### src/rtl/regpairfile.sv
// regpairfile: byte/pair register file with a fixed-latency pair inc/dec engine.
//
// Pair p is register 2p (high byte) and register 2p+1 (low byte).
// Ports:
//   clk, rst            - rising-edge clock, synchronous active-low reset
//   wrenb/wrpair/waddr  - write enable, pair-vs-byte select, byte address
//   wdata               - write data ({high,low} for pair writes, [D-1:0] for byte)
//   r1*/r2*             - two combinational byte read ports (0 when disabled)
//   rp*                 - combinational pair read port, {high,low}
//   incenb/decenb/ipadd - start a pair increment/decrement on pair ipadd
//   busy/done/carry     - engine active, completion pulse, wrap of last operation
module regpairfile #(
  parameter int unsigned DATASIZE = 8,
  parameter int unsigned ADDRSIZE = 3,
  parameter int unsigned REGCOUNT = 2**ADDRSIZE,
  parameter bit          BYPASS   = 1'b1
) (
  input  logic                    clk,
  input  logic                    rst,
  input  logic                    wrenb,
  input  logic                    wrpair,
  input  logic [ADDRSIZE-1:0]     waddr,
  input  logic [2*DATASIZE-1:0]   wdata,
  input  logic                    r1enb,
  input  logic [ADDRSIZE-1:0]     r1add,
  output logic [DATASIZE-1:0]     r1dat,
  input  logic                    r2enb,
  input  logic [ADDRSIZE-1:0]     r2add,
  output logic [DATASIZE-1:0]     r2dat,
  input  logic                    rpenb,
  input  logic [ADDRSIZE-2:0]     rpadd,
  output logic [2*DATASIZE-1:0]   rpdat,
  input  logic                    incenb,
  input  logic                    decenb,
  input  logic [ADDRSIZE-2:0]     ipadd,
  output logic                    busy,
  output logic                    done,
  output logic                    carry
);

  typedef enum logic [1:0] {StIdle, StLo, StHi} eng_state_e;

  eng_state_e          state_q, state_d;
  logic [DATASIZE-1:0] regs_q [REGCOUNT];
  logic [DATASIZE-1:0] regs_d [REGCOUNT];
  logic [ADDRSIZE-2:0] pair_q, pair_d;
  logic                dec_q, dec_d;
  logic                cin_q, cin_d;
  logic                carry_q, carry_d;
  logic                done_q, done_d;

  logic                busy_w;
  logic                wr_ok;
  logic                wr_sel  [REGCOUNT];
  logic [DATASIZE-1:0] wr_byte [REGCOUNT];
  logic [DATASIZE-1:0] view    [REGCOUNT];

  logic [ADDRSIZE-1:0] lo_idx, hi_idx;
  logic [DATASIZE-1:0] lo_val, hi_val;

  assign busy_w = (state_q != StIdle);
  // Any write whose pair index matches the engine's pair touches one of its
  // registers, so the whole write (byte or pair) is dropped.
  assign wr_ok  = wrenb && !(busy_w && (waddr[ADDRSIZE-1:1] == pair_q));

  assign lo_idx = {pair_q, 1'b1};
  assign hi_idx = {pair_q, 1'b0};
  assign lo_val = regs_q[lo_idx];
  assign hi_val = regs_q[hi_idx];

  // Per-register write decode: which registers the external write targets
  // and which byte of wdata each one receives.
  always_comb begin
    logic [ADDRSIZE-1:0] idx;
    idx = '0;
    for (int i = 0; i < int'(REGCOUNT); i++) begin
      idx = ADDRSIZE'(i);
      if (wrpair) begin
        wr_sel[i]  = (idx[ADDRSIZE-1:1] == waddr[ADDRSIZE-1:1]);
        wr_byte[i] = idx[0] ? wdata[DATASIZE-1:0] : wdata[2*DATASIZE-1:DATASIZE];
      end else begin
        wr_sel[i]  = (idx == waddr);
        wr_byte[i] = wdata[DATASIZE-1:0];
      end
    end
  end

  // Read view: stored contents, overridden by an accepted same-cycle write.
  always_comb begin
    for (int i = 0; i < int'(REGCOUNT); i++) begin
      view[i] = (BYPASS && wr_ok && wr_sel[i]) ? wr_byte[i] : regs_q[i];
    end
  end

  assign r1dat = r1enb ? view[r1add] : '0;
  assign r2dat = r2enb ? view[r2add] : '0;
  assign rpdat = rpenb ? {view[{rpadd, 1'b0}], view[{rpadd, 1'b1}]} : '0;

  always_comb begin
    state_d = state_q;
    pair_d  = pair_q;
    dec_d   = dec_q;
    cin_d   = cin_q;
    carry_d = carry_q;
    done_d  = 1'b0;
    regs_d  = regs_q;

    for (int i = 0; i < int'(REGCOUNT); i++) begin
      if (wr_ok && wr_sel[i]) begin
        regs_d[i] = wr_byte[i];
      end
    end

    case (state_q)
      StIdle: begin
        if (incenb ^ decenb) begin
          state_d = StLo;
          pair_d  = ipadd;
          dec_d   = decenb;
        end
      end
      StLo: begin
        regs_d[lo_idx] = dec_q ? lo_val - 1'b1 : lo_val + 1'b1;
        cin_d          = dec_q ? (lo_val == '0) : (lo_val == '1);
        state_d        = StHi;
      end
      StHi: begin
        // High byte is always rewritten so latency stays fixed at 2 cycles.
        regs_d[hi_idx] = dec_q ? hi_val - DATASIZE'(cin_q) : hi_val + DATASIZE'(cin_q);
        carry_d        = cin_q && (dec_q ? (hi_val == '0) : (hi_val == '1));
        done_d         = 1'b1;
        state_d        = StIdle;
      end
      default: state_d = StIdle;
    endcase
  end

  always_ff @(posedge clk) begin
    if (!rst) begin
      state_q <= StIdle;
      pair_q  <= '0;
      dec_q   <= 1'b0;
      cin_q   <= 1'b0;
      carry_q <= 1'b0;
      done_q  <= 1'b0;
      for (int i = 0; i < int'(REGCOUNT); i++) begin
        regs_q[i] <= '0;
      end
    end else begin
      state_q <= state_d;
      pair_q  <= pair_d;
      dec_q   <= dec_d;
      cin_q   <= cin_d;
      carry_q <= carry_d;
      done_q  <= done_d;
      regs_q  <= regs_d;
    end
  end

  assign busy  = busy_w;
  assign done  = done_q;
  assign carry = carry_q;

endmodule

### config.mk
export PLATFORM = sky130hd
export DESIGN_NAME = regpairfile
export DESIGN_NICKNAME = d
export VERILOG_FILES = /design/src/rtl/regpairfile.sv
export SDC_FILE = /design/constraint.sdc
export NUM_CORES = 1
export LEC_CHECK = 0
export ABC_AREA = 0
export BUFFER_PORTS_ARGS = -buffer_cell sky130_fd_sc_hd__clkbuf_2
export CAP_MARGIN = 20
export CORE_ASPECT_RATIO = 0.8
export CORE_MARGIN = 4
export CORE_UTILIZATION = 60
export DETAILED_ROUTE_END_ITERATION = 6
export PLACE_DENSITY = 0.83
export SYNTH_ARGS = -nofsm -noshare
export SYNTH_HDL_FRONTEND = slang
export SYNTH_SLANG_ARGS = --single-unit
### constraint.sdc
create_clock -name clk -period 5.8 [get_ports clk]
set_input_delay 0 -clock clk [delete_from_list [all_inputs] [get_ports clk]]
set_output_delay 0 -clock clk [all_outputs]
set_load 0.05 [all_outputs]
==> qor.yml, run 1 <==
outcome: "finished with violations"
violations: "DRC"
crit_fanout: 16
ant_nets: 0
leakage_nw: 2.737
clock_latency_ns: 0.34
grt_pass1_wl_mm: 35.99
place.gp.congestion: 1.017
synth_warnings: 0
post-route-min-period_ns: 4.117
final_nets: 880
rsz0062_at_grt: "no"
grt_max_degree: 72
detailedPlace.worstSlack_ns: 1.985
drv_slew: 0
hp-class: "in2reg"
route.detailed.drc: 5
via_count: 7179
finalCritPeriodShare: 0.7099
grt_pass1_vias: 6786
worst-path-buf-inv: 2
drt-wirelength-per-cell_um: 24.03
dpl.hpwl_mm: 16.90
cts_setup_buffers: 0
async_reset_ff_frac: 0
crit_arrival_ns: 4.12
synth.area.top_cells: "dfxtp_1, mux2i_1, mux4_2, mux2_2, nor3_1"
synth_top_family_by_area: "compound AO/OA/AOI/OAI gates"
synthAdderAreaFrac: 0.03818
syn_area_mm2: 0.006620
synth_top_area_share: 0.2177
area_growth_pct: 11.40
start_util: 0.6103
grt_use_met2: 0.5493
ir_worst_vdd_mv: 0.1613
io_pins: 73
syn_area_per_cell_um2: 8.433
core-area_mm2: 0.01085
setup.worst_path.end: "r1dat[1]"
postCtsHoldBufs: 3
worstReg2RegStart: "pair_q[0]"
grt_use_met1: 0.4779
setup_tns_ns: 0
worstPathCellList: "buf_4, nor2_1, a211oi_2, mux2i_1, o211a_1, o32ai_1, clkbuf_2"
post_cts_resize_count: 0
chipWidth_um: 125.4
yosys.area_share.xor_xnor: 0.02136
placed_area_mm2: 0.006978
synth_ff_type: "dfxtp_1"
synth_edf_count: 0
cpLargestDelayFamily: "compound AO/OA/AOI/OAI gates"
synth-seq-cells: 72
numCtsBuffers: 9
cts-root-buf: "clkbuf_16"
use_met3: 0.08516
regToRegSetupSlack_ns: 1.93
overflow: 0
synth.most_common_cell: "dfxtp_1"
syn-num-nets: 842
r2r_end: "regs_q[46]"
hold_viol_final: 0
yosys-top-cells-count: "dfxtp_1, nor3_1, nand2_1"
endpoint_kind: "output pin"
seqCellArea_mm2: 0.001441
r2r_cells: 11
critPathKind: "reg2out"
fillCellCount: 880
cpPeakStageDelay_ns: 1.02
antenna_found_initial: 0
clk_pin_slew_ns: 0.06
busiest_layer: "met2"
synth_compound_area_frac: 0.2446
slew_headroom: 0.1974
cap_violations: 0
die_area_mm2: 0.01279
clockBufferDepth: 2
initialDrtViolationCount: 1173
drive_above_1_share: 0.2041
antennaDiodeCount: 0
fin_area_mm2: 0.007375
worstSetupStartpointType: "flop"
setup_slack_ns: 1.683
fp-row-count: 34
ys_types: 60
die_y_um: 102.0
synth-simple-area-share: 0.2156
synth_top_cell_by_area: "dfxtp_1"
cts.sinks: 72
critPathRequiredTime_ns: 5.80
syn_inst: 785
synth_mux_area_frac: 0.2122
power_density_mw_per_mm2: 283.9
h-tree-depth: 3
multi_input_area_mm2: 0.004861
tightest_slew_ns: 1.202
portBuffers: 72
grt_usage: 0.3541
setup_viol: 0
crit_cells: 7
ys_seq_area_frac: 0.2177
finClkSkew_ns: 0.007455
critical_path.startpoint: "pair_q[1]"
fmax_ghz: 0.2429
cts_tree: "done"
routed_via_density: 7.386
drt_wl_total_mm: 23.36
dr.pass1.iters: 7
crit_path_top_delay_cell: "a211oi_2"
-- flip-flops by register name, summed over array words and instances (netlist names) --
signal and cells:
carry 1, pair_q 2, cin_q 1, regs_q 64
state_q 2, dec_q 1, done 1
-- how the worst min path moves through the flow --
stage,slack [ns],cells after the start,to,from
2_1_floorplan,0.14,2,dec_q,decenb
3_3_place_gp,0.26,3,pair_q[1],ipadd[1]
3_5_place_dp,0.28,3,pair_q[1],ipadd[1]
4_1_cts,0.004,4,dec_q,incenb
5_1_grt,0.06,4,dec_q,incenb
6_report,0.003,4,dec_q,incenb
-- power by group --
| part | switching (W) | internal, W | total, W |
|---|---|---|---|
| clock network | 0.000227 | 0.000443 | 0.000670 |
| registers | 0.0000358 | 0.000527 | 0.000563 |
| logic | 0.000570 | 0.000290 | 0.000861 |
| total | 0.000834 | 0.00126 | 0.00209 |
-- layout make-up --
class,count,share of cell area
multi-input combinational,633,0.6591
sequential,72,0.1955
timing repair buffer,81,0.05955
clock buffer,11,0.03427
tap,144,0.02443
clock inverter,5,0.01391
inverter,26,0.01323
-- layout by cell type (no fill, tap or decap), types with 4 or more instances in the layout --
master and instances:
dfxtp_1 72, clkbuf_2 72, nor3_1 65, nand2_1 54
mux2i_1 53, o22ai_1 52, and2_1 46, a21oi_1 40
mux2_2 32, nor2_1 27, inv_1 26, mux4_2 20
o32ai_1 18, nand2b_1 17, ha_1 17, o211a_1 16
a222oi_1 16, nand3_1 15, a211oi_1 14, nor2b_1 12
a21o_1 10, nand4_1 9, o21ai_0 9, clkbuf_16 9
a22oi_1 8, or2_2 8, xnor2_1 8, or2_1 6
o211ai_1 6, xor2_1 5, buf_4 5, nor4_1 4
o22ai_2 4
-- routing by layer --
metal / up-vias / wire length [µm]
met3: 85 / 3273
li1: 3109 / -
met2: 639 / 9946
met5: - / 0
met4: 0 / 859
met1: 3346 / 9275
-- metrics by stage --
stage / utilization / total power (W) / std cells / hold slack, ns
finish: 0.6798 / 0.002094 / 972 / 0.002908
global route: 0.6798 / 0.002170 / 972 / 0.06404
CTS: 0.6788 / 0.002054 / 971 / 0.003652
detailed placement: 0.6433 / 0.001393 / 952 / 0.2790
global placement: 0.6433 / 0.001370 / 952 / 0.2579
floorplan: - / 0.001176 / 785 / 0.1449
-- tightest hold or removal path, stage by stage --
cell and delay, ns:
clkbuf_2 0.11, nand2_1 0.05, nand2_1 0.06, a21boi_0 0.07
-- cell families (layout without fill, tap and decap cells) --
kind of cell,count (synthesis),in the layout
AO/OA/AOI/OAI,219,219
XOR/XNOR,14,14
adder cells (fa/ha/maj),19,19
buffers and inverters,80,123
flip-flops,72,72
multiplexers,108,108
AND/OR/NAND/NOR,273,273
Note: power is estimated with default switching activity, not from simulation.
==> inputs of run 2 (changes only) <==
--- a/config.mk
+++ b/config.mk
@@ -5,7 +5,7 @@
 export SDC_FILE = /design/constraint.sdc
 export NUM_CORES = 1
 export LEC_CHECK = 0
-export ABC_AREA = 0
+export ABC_AREA = 1
 export BUFFER_PORTS_ARGS = -buffer_cell sky130_fd_sc_hd__clkbuf_2
 export CAP_MARGIN = 20
 export CORE_ASPECT_RATIO = 0.8
==> constraint.sdc (replaced) <==
create_clock -name clk -period 3.99 [get_ports clk]
set_input_delay 0 -clock clk [delete_from_list [all_inputs] [get_ports clk]]
set_output_delay 0 -clock clk [all_outputs]
set_load 0.05 [all_outputs]
==> run 2 against run 1 <==
  * The run still ends with DRC left
  * Flip-flop and latch count did not move
  * Register-to-register slack got worse by 1.1 ns
  * Cell count rose by 56%
  * Critical path depth rose by 9
  * Worst hold slack improved by 0.022 ns
  * Critical path type is now reg2reg
  * Critical endpoint is now regs_q[38]
==> qor.yml, run 2 <==
die_area_mm2: 0.01388
synth_ff_type: "dfxtp_1"
finalCritPeriodShare: 0.7853
p_sw_frac: 0.5010
h-tree-depth: 3
p_switching_w: 0.001608
synth_top_cell_by_area: "nand2_1"
largest_reg_flops: 64
die_y_um: 106.2
async_reset_ff_frac: 0
p_comb_frac: 0.484
p_int_w: 0.001602
cts-root-buf: "clkbuf_16"
detailedPlace.worstSlack_ns: 1.052
syn_inst: 1332
reg_top3: "regs_q x64, pair_q x2, state_q x2"
critPathKind: "reg2reg"
yosys-top-cells-count: "nand2_1, nand3_1, nor2_1"
ant_nets: 0
drt-wirelength-per-cell_um: 20.59
cts_tree: "done"
grt_pass1_vias: 8895
critPathRequiredTime_ns: 4.27
worstSetupStartpointType: "flop"
syn-num-nets: 1389
top_register: "regs_q"
clk_pin_slew_ns: 0.07
crit_arrival_ns: 3.41
ys_seq_area_frac: 0.1994
core-area_mm2: 0.01165
clock_latency_ns: 0.35
final_nets: 1425
crit_fanout: 15
post-route-min-period_ns: 3.133
clockBufferDepth: 2
initialDrtViolationCount: 1834
cts.sinks: 72
synth.most_common_cell: "nand2_1"
setup_slack_ns: 0.8568
dpl.hpwl_mm: 23.65
fmax_ghz: 0.3192
outcome: "finished with violations"
antennaDiodeCount: 0
fillCellCount: 1141
layout_common_cells: "nand2_1, nand3_1, nor2_1"
grt_usage: 0.4480
fin_total_pwr_w: 0.003210
dr.pass1.iters: 7
synth_warnings: 0
synth_edf_count: 0
whs_endpoint: "state_q[0]"
synth-seq-cells: 72
syn_area_mm2: 0.007229
io_pins: 73
drv_slew: 0
p_clk_frac: 0.253
fp-row-count: 35
leakage_nw: 4.014
tightest_slew_ns: 0.9124
routed_via_density: 6.471
setup_viol: 0
overflow: 0
start_util: 0.6206
ys_types: 37
hold_depth: 4
hp-class: "in2reg"
final_core_util: 0.6787
portBuffers: 72
r2r_end: "regs_q[38]"
r2r_cells: 16
via_count: 9843
drive_above_1_share: 0.09031
area_growth_pct: 9.363
regToRegSetupSlack_ns: 0.86
grt_max_degree: 46
slew_headroom: 0.3877
ir_worst_vdd_mv: 0.3253
endpoint_kind: "flop"
power_density_mw_per_mm2: 406.0
rsz0062_at_grt: "no"
finClkSkew_ns: 0.01330
p_seq_frac: 0.263
route.detailed.drc: 4
grt_pass1_wl_mm: 48.26
numCtsBuffers: 9
cap_violations: 0
setup_tns_ns: 0
hp-start: "incenb"
antenna_found_initial: 0
place.gp.congestion: 1.091
drt_wl_total_mm: 31.32
chipWidth_um: 130.7
synth.area.top_cells: "nand2_1, dfxtp_1, nand3_1, a21oi_1, nor2_1"
worstReg2RegStart: "pair_q[1]"
final_common_cell: "nand2_1"
violations: "DRC"
hold_ws_ns: 0.02476
synth_top_area_share: 0.2243
hold_viol_final: 0
syn_area_per_cell_um2: 5.428
## run 2: layout make-up
class | count | area (µm²) | area share
Clock inverter | 7 | 60.06 | 0.007596
Inverter | 122 | 457.9 | 0.05792
Sequential cell | 72 | 1441 | 0.1823
Timing Repair Buffer | 82 | 478.0 | 0.06045
Multi-Input combinational cell | 1081 | 5059 | 0.6398
Tap cell | 148 | 185.2 | 0.02342
Clock buffer | 9 | 225.2 | 0.02849
## run 2: what timing repair did
action                                 4_1_cts  5_1_grt
resized for setup                            0        0
buffers inserted                             0        0
hold buffers                                 4        0
endpoints found under the hold margin        5        0
## run 2: through the flow
stage / instances / instance area, µm²
floorplan: 1332 / 7229
global placement: 1499 / 7533
detailed placement: 1500 / 7553
CTS: 1520 / 7879
global route: 1521 / 7906
finish: 1521 / 7906
## run 2: worst max-delay path, cell delays in order, from the launching register on
cell	delay, ns
dfxtp_1	0.41
inv_2	0.11
nand2_1	0.15
inv_1	0.29
nand2_1	0.13
o21ai_0	0.11
nor3_1	0.36
inv_1	0.09
ha_1	0.36
nand2_1	0.06
o21ai_0	0.25
nand2_1	0.09
nand2_1	0.07
a21oi_1	0.07
xnor2_1	0.29
nand2_1	0.09
a21oi_1	0.14
## run 2: kinds of logic after synthesis
family | synth area share
AOI/OAI and AO/OA | 0.1696
xor gates and xnor gates | 0.009691
adders and majority gates | 0.03496
buffers and inverters | 0.1009
DFF | 0.1994
and+or+nand+nor | 0.4855
## run 2: metal layers
layer / GRT usage / share of wire / up-vias / routed length [µm]
met5: 0 / 0 / - / 0
met2: 0.6373 / 0.40 / 895 / 12610
met3: 0.1718 / 0.17 / 165 / 5421
met4: 0.2115 / 0.055 / 0 / 1737
met1: 0.5913 / 0.37 / 4335 / 11540
li1: - / - / 4448 / -
## run 2: power groups by stage
stage,combinational [W],clock (W),sequential (W)
2_1_floorplan,0.00106,0,0.000830
3_3_place_gp,0.00144,0,0.000851
3_5_place_dp,0.00146,0,0.000853
4_1_cts,0.00147,0.000799,0.000837
5_1_grt,0.00167,0.000829,0.000847
6_report,0.00155,0.000812,0.000843
## run 2: how the worst max path moves through the flow
stage               startpoint    endpoint  slack, ns  cells past startpoint
detailed placement   pair_q[1]  regs_q[38]       1.05                     16
floorplan           state_q[0]    r2dat[1]       1.31                     14
global placement     pair_q[1]  regs_q[37]       1.13                     14
CTS                 state_q[0]    rpdat[0]       0.95                     13
global route         pair_q[1]   regs_q[6]       0.44                     16
finish               pair_q[1]  regs_q[38]       0.86                     16
